File: src/rtl/shift_wb_buffer.sv
// shift_wb_buffer: two-entry in-order writeback buffer sitting behind the
// execute-stage ALUs. Results are retired to the register-file write port
// and update the Z/N flags on retirement. Decode can look up a combinational
// forwarding path into the buffered results.
module shift_wb_buffer #(
    parameter int DATA_W = 16,
    parameter int ADDR_W = 3,
    parameter int DEPTH  = 2
) (
    input  logic              clk,
    input  logic              reset_n,
    input  logic              in_valid,
    output logic              in_ready,
    input  logic [DATA_W-1:0] in_result,
    input  logic [ADDR_W-1:0] in_rd,
    input  logic              in_we,
    input  logic              in_setf,
    input  logic              rf_ready,
    output logic              rf_we,
    output logic [ADDR_W-1:0] rf_waddr,
    output logic [DATA_W-1:0] rf_wdata,
    output logic              flag_z,
    output logic              flag_n,
    input  logic [ADDR_W-1:0] q_addr,
    output logic              q_hit,
    output logic [DATA_W-1:0] q_data,
    output logic [15:0]       retired
);
    // DEPTH is fixed at 2: a 1-bit pointer wraps naturally.
    localparam int PTR_W = 1;

    logic [DEPTH-1:0][DATA_W-1:0] result_reg;
    logic [DEPTH-1:0][ADDR_W-1:0] rd_reg;
    logic [DEPTH-1:0]             we_reg;
    logic [DEPTH-1:0]             setf_reg;

    logic [DEPTH-1:0] valid_reg, valid_next;
    logic [PTR_W-1:0] head_reg, head_next;
    logic [PTR_W-1:0] tail_reg, tail_next;
    logic [PTR_W:0]   count_reg, count_next;
    logic             flag_z_reg, flag_z_next;
    logic             flag_n_reg, flag_n_next;
    logic [15:0]      retired_reg, retired_next;

    logic             has_head;
    logic             head_we;
    logic             push;
    logic             pop;
    logic [DEPTH-1:0] match;
    logic [PTR_W-1:0] young_idx;

    // Handshake and retire decisions; in_ready depends only on state.
    always_comb begin
        has_head = (count_reg != '0);
        head_we  = we_reg[head_reg];
        in_ready = reset_n && (count_reg != 2'(DEPTH));
        push     = in_valid && in_ready;
        pop      = has_head && (rf_ready || !head_we);
    end

    // Head entry is presented to the register-file port; zeros when empty.
    always_comb begin
        rf_we    = reset_n && has_head && head_we;
        rf_waddr = has_head ? rd_reg[head_reg] : '0;
        rf_wdata = has_head ? result_reg[head_reg] : '0;
    end

    // Next-state for pointers, occupancy, flags and retire counter.
    always_comb begin
        valid_next   = valid_reg;
        head_next    = head_reg;
        tail_next    = tail_reg;
        count_next   = count_reg;
        flag_z_next  = flag_z_reg;
        flag_n_next  = flag_n_reg;
        retired_next = retired_reg;
        if (push) begin
            tail_next            = tail_reg + 1'b1;
            valid_next[tail_reg] = 1'b1;
        end
        if (pop) begin
            head_next            = head_reg + 1'b1;
            valid_next[head_reg] = 1'b0;
            retired_next         = retired_reg + 16'd1;
            if (setf_reg[head_reg]) begin
                flag_z_next = (result_reg[head_reg] == '0);
                flag_n_next = result_reg[head_reg][DATA_W-1];
            end
        end
        case ({push, pop})
            2'b10:   count_next = count_reg + 1'b1;
            2'b01:   count_next = count_reg - 1'b1;
            default: count_next = count_reg;
        endcase
    end

    // Control state register; reset discards buffered entries silently.
    always_ff @(posedge clk) begin
        if (!reset_n) begin
            valid_reg   <= '0;
            head_reg    <= '0;
            tail_reg    <= '0;
            count_reg   <= '0;
            flag_z_reg  <= 1'b0;
            flag_n_reg  <= 1'b0;
            retired_reg <= '0;
        end else begin
            valid_reg   <= valid_next;
            head_reg    <= head_next;
            tail_reg    <= tail_next;
            count_reg   <= count_next;
            flag_z_reg  <= flag_z_next;
            flag_n_reg  <= flag_n_next;
            retired_reg <= retired_next;
        end
    end

    // Entry payload storage; written at the tail on an accepted push.
    always_ff @(posedge clk) begin
        if (push) begin
            result_reg[tail_reg] <= in_result;
            rd_reg[tail_reg]     <= in_rd;
            we_reg[tail_reg]     <= in_we;
            setf_reg[tail_reg]   <= in_setf;
        end
    end

    // Per-entry forwarding match: only live, register-writing entries count.
    generate
        for (genvar gi = 0; gi < DEPTH; gi++) begin : g_match
            assign match[gi] = valid_reg[gi] && we_reg[gi] && (rd_reg[gi] == q_addr);
        end
    endgenerate

    // Youngest match wins; with two entries the younger one sits opposite the head.
    always_comb begin
        young_idx = head_reg ^ PTR_W'(count_reg[PTR_W]);
        q_hit     = |match;
        if (match[young_idx]) begin
            q_data = result_reg[young_idx];
        end else if (match[head_reg]) begin
            q_data = result_reg[head_reg];
        end else begin
            q_data = '0;
        end
    end

    assign flag_z  = flag_z_reg;
    assign flag_n  = flag_n_reg;
    assign retired = retired_reg;

endmodule

File: config.mk
export PLATFORM = sky130hd
export DESIGN_NAME = shift_wb_buffer
export DESIGN_NICKNAME = d
export VERILOG_FILES = /design/src/rtl/shift_wb_buffer.sv
export SDC_FILE = /design/constraint.sdc
export NUM_CORES = 1
export LEC_CHECK = 0
export CAP_MARGIN = 30
export CORE_UTILIZATION = 43
export DETAILED_ROUTE_END_ITERATION = 7
export PLACE_DENSITY = 0.75
export RECOVER_POWER = 50
export SETUP_SLACK_MARGIN = 0.02
export SYNTH_ARGS = -nofsm -noshare
export SYNTH_HDL_FRONTEND = slang
export SYNTH_SLANG_ARGS = --single-unit
File: constraint.sdc
create_clock -name clk -period 1.93 [get_ports clk]
set_input_delay 0.2895 -clock clk [delete_from_list [all_inputs] [get_ports clk]]
set_output_delay 0.2895 -clock clk [all_outputs]
set_load 0.05 [all_outputs]
* Word level (Yosys, flattened, before mapping)
Cells that the tools add are included.
Storage, ports and cells: register bits after elaboration 66, input port bits 28, output and inout bits 56, word-level logic and storage cells 83
Cells by class: add/sub/neg operators 5, order comparisons 5, eq/ne operators 5, multiplexer cells 33, bitwise gates (word level) 4, reductions and logical operators 18
Operator list (number):
- 16-bit 2-to-1 mux | 8
- 32-bit bitwise mux | 1
- 16-bit by 1-bit adder with 16-bit output (second input constant) | 1
- 16-bit demux with 1-bit select | 1
- 16-bit logical NOT | 1
- 3-bit 2-to-1 mux | 4
- 1-bit logical AND | 11
- 1-bit 2-to-1 mux | 10
- 6-bit bitwise mux | 1
- 3-bit == test | 2
- 1-bit by 2-bit less-than comparator with 1-bit output (second input constant) | 3
- 2-bit bitwise mux | 2
- 2-bit 2-to-1 mux | 2
- 2-bit one-hot mux with 2 select lines | 1
- 2-bit nonzero test | 2
- 3-bit demux with 1-bit select | 1
- 1-bit adder (second input constant) | 2
- 2-bit by 1-bit adder with 2-bit output (second input constant) | 1
- 2-bit bitwise AND | 1
- 1-bit demux with 1-bit select | 2
- 2-bit by 1-bit == test with 1-bit output (second input constant) | 1
- 2-bit == test (second input constant) | 1
- 1-bit greater-or-equal comparator (second input constant) | 2
- 2-bit != test (second input constant) | 1
- other kinds (8) | 8

* Logic depth before layout (Yosys ltp)
depth after elaboration 8, gate-level depth with buffers 8, mapped depth without buffers 7

* Worst setup path after synthesis
OpenSTA, ideal clock, no wires.
path kind reg-to-output, from register rd_reg[5] (netlist name), to output port q_hit, data arrival time 2258 ps, data required time 1640 ps, slack -617 ps, cell stages (with the launch flop) 3, path buffers 0, path through edfxtp_1 -> xor2_1 -> o41ai_1
On the way: longest elaborated chain between the ends 3
Ends and longest elaborated chain:
- start: declaration | RTL line 33 | logic [DEPTH-1:0][ADDR_W-1:0] rd_reg;
- start signal: indexed assignment | RTL line 122 | rd_reg[tail_reg] <= in_rd;
- 3-bit == test | RTL line 131 | assign match[gi] = valid_reg[gi] && we_reg[gi] && (rd_reg[gi] == q_addr);
- 1-bit logical AND | RTL line 131
- 2-bit OR reduction | RTL line 138 | q_hit = |match;
- end: declaration | RTL line 25 | output logic q_hit,
No other way between the ends.

* Worst setup path after layout
from register rd_reg[2] (netlist name), to output port q_data[8]
On the way: longest elaborated chain between the ends 6, elaborated cells on any way between the ends 8
Ends and longest elaborated chain:
- 3-bit == test (*) | RTL line 131
- 1-bit logical AND (*) | RTL line 131
- 1-bit 2-to-1 mux (not written as such) (2 in series) | RTL line 141 | end else if (match[head_reg]) begin
- 16-bit 2-to-1 mux | RTL line 141
- 16-bit 2-to-1 mux (*) | RTL line 139 | if (match[young_idx]) begin
- end: declaration | RTL line 26 | output logic [DATA_W-1:0] q_data,
Mark *: on every way between the ends. The rest lies on a longest branch, timed or not. The select of a mux whose other input is x is not followed.

==> results.yml <==
run_status:
  status: "finished with violations"
  violations: "negative setup slack"
layout:
  fin_nets: 404
  area_delta_synth_final_pct: 58.1
  final_common_cell: "edfxtp_1"
  largest_register_ffs: 32
  layout.cells.non_filler: 475
  layout_common_cells: "edfxtp_1, buf_12, nor2_1"
  drive_gt1_share_pct: 33.2
  finalInstanceArea_um2: 4850
  fillers: 486
  fin_util_pct: 71.0
  n_antenna_cell: 0
synth:
  synth_top_area_share_pct: 41.1
  ys_ff_latch: 66
  async_flop_share_pct: 0
  ys.flop_type: "edfxtp_1"
  synthTopCellsByArea: "edfxtp_1, dfxtp_1, mux2i_1"
  synth-edff-count: 42
  syn_inst: 262
  yosysSeqAreaShare_pct: 56.7
  postSynthAreaPerCell_um2: 11.7
  synth_nets: 292
  synth_area_um2: 3070
  netlist-cell-type-count: 40
  yosys_warnings: 0
  yosysTopAreaCell: "edfxtp_1"
detailed_routing:
  antenna_left: 0
  wl_met3_um: 214
  drt_iter0_markers: 84
  route.detailed.drc: 0
  top_layer: "met4"
  wirelength_mm: 7.94
  vias: 2549
  wl_met2_mm: 4.24
  vias_per_cell: 5.37
  drt-met1-wl_mm: 3.31
  drt-pass1-iter-count: 4
  wl_per_cell_um: 16.7
power_and_ir_drop:
  internal-power_mw: 3.51
  power_mw: 5.69
  p_switching_mw: 2.18
  p_leak_nw: 1.75
  pwr-share-clk_pct: 19.7
  max-vdd-ir-drop_uv: 780
  sw_frac_of_total_pct: 38.3
  comb_power_share_pct: 49.0
  pwr_density_cell_nw_per_um2: 1170
  p_seq_share_pct: 31.3
clock_tree:
  clockRootBuffer: "clkbuf_8"
  cts.sinks: 66
  clock_latency_ps: 340
  h-tree-depth: 3
  numCtsBuffers: 9
  ctsHoldBuffers: 0
  ctsLongestPathBuffers: 2
  clkTransAtPathRegs_ps: 70
  cts_tree: "yes"
sta:
  finalSetupTns_ps: -9310
  max-slew-margin-rel_pct: 59.1
  tightest_slew_ps: 617
  layout_setup_ws_ps: -569
  finalCriticalPeriod_ps: 2500
  setup_viol: 17
  maxSlewViolCount: 0
  clock_skew_ps: 9.03
  hold_viol_final: 0
  fin_crit_sh_pct: 130
  max_freq_mhz: 400
  rsz0062_at_grt: "true"
critical_path:
  start_kind: "register"
  r2r_start: "count_reg[1]$_SDFFE_PN0P_"
  cp.arrival_ps: 2210
  crit_path_end_kind: "primary output"
  cp-startpoint: "rd_reg[2]$_DFFE_PP_"
  crit_fanout: 16
  path_class: "reg -> out"
  r2r_setup_slack_ps: 10
  critical_path_required_ps: 1640
placement:
  dp_hpwl_mm: 5.71
  io_buffer_count: 83
  routabilityCongestion: 0.844
  placed_cell_area_um2: 4630
  dp_cells: 457
grt:
  antenna_found_initial: 0
  grt_pass1_vias: 2567
  grt_usage_pct: 23.0
  grt_max_degree: 23
  overflow: 0
  grt_pass1_wl_mm: 12.8
floorplan:
  dieArea_um2: 7480
  num_rows: 30
  dieWidth_um: 86.5
  start_util_pct: 44.9
  core_area_um2: 6830
  die_h_um: 86.5
  ios: 84
job:
  maxCapViolations: 0
min_path:
  min_from: "flag_z$_SDFFE_PN0P_"
  min_path_type: "reg -> reg"
## stage by stage
step           hold slack (ps)  setup WS [ps]
2_1_floorplan              388           -198
3_3_place_gp               441           -555
3_5_place_dp               460           -601
4_1_cts                    469           -589
5_1_grt                    493           -623
6_report                   465           -569
## metal layers
metal	vias up	global-route usage, %
met5	-	0
met4	0	10.9
met3	11	3.71
met2	68	41.0
met1	1252	27.1
li1	1218	-
## path summary, 6_finish.rpt
check | end | depth (start not counted)
hold / removal | flag_z$_SDFFE_PN0P_ | 2
hold reg to reg | flag_z$_SDFFE_PN0P_ | 2
setup reg to reg | count_reg[1]$_SDFFE_PN0P_ | 6
setup / recovery | q_data[8] | 5
## power by group through the flow
stage	Combinational [mW]	Clock [mW]	Sequential (mW)
2_1_floorplan	1.49	0	1.80
3_3_place_gp	2.72	0	1.79
3_5_place_dp	2.76	0	1.80
4_1_cts	2.79	1.14	1.78
5_1_grt	2.93	1.20	1.80
6_report	2.79	1.12	1.78
## cell usage after synthesis (all sizes together), types with 3 or more instances
cell and n:
edfxtp 42, nor2 35, dfxtp 24, mux2i 21, a22o 16, a21oi 13
nand2 13, xor2 12, clkbuf 7, o21ai 7, or4 7, buf 6
inv 6, nor4 6, o211ai 6, o31ai 6, or3 5, nand3 3
nand4 3, nor3 3, xnor2 3
## cells by family after synthesis
kind of cell	count (synthesis)	share of synthesized area [%]
and+or+nand+nor	82	13.4
DFF	66	56.7
buffers and inverters	19	2.98
AOI/OAI and AO/OA	56	14.1
adders and majority gates	2	0.815
muxes	22	7.62
xor gates and xnor gates	15	4.28
## layout make-up
type,count,area (µm²),share of cell area (%)
clock buffer,13,149,3.07
clock inverter,3,40.0,0.825
inverter,6,22.5,0.464
multi-input combinational,177,1330,27.4
sequential,66,1750,36.1
tap,96,120,2.47
timing repair buffer,114,1440,29.7
## what timing repair did
action	4_1_cts	5_1_grt
pin swaps	0	2
setup buffers	1	1
setup endpoints to repair	42	38
resized for setup	9	9
## worst max-delay path, cell delays in order (launching register included)
cell and delay [ps]:
edfxtp_1 410, xor2_1 160, or4_4 560, o211a_4 330
a22o_2 260, buf_12 150
No activity file was read; power rests on OpenSTA's default activity.
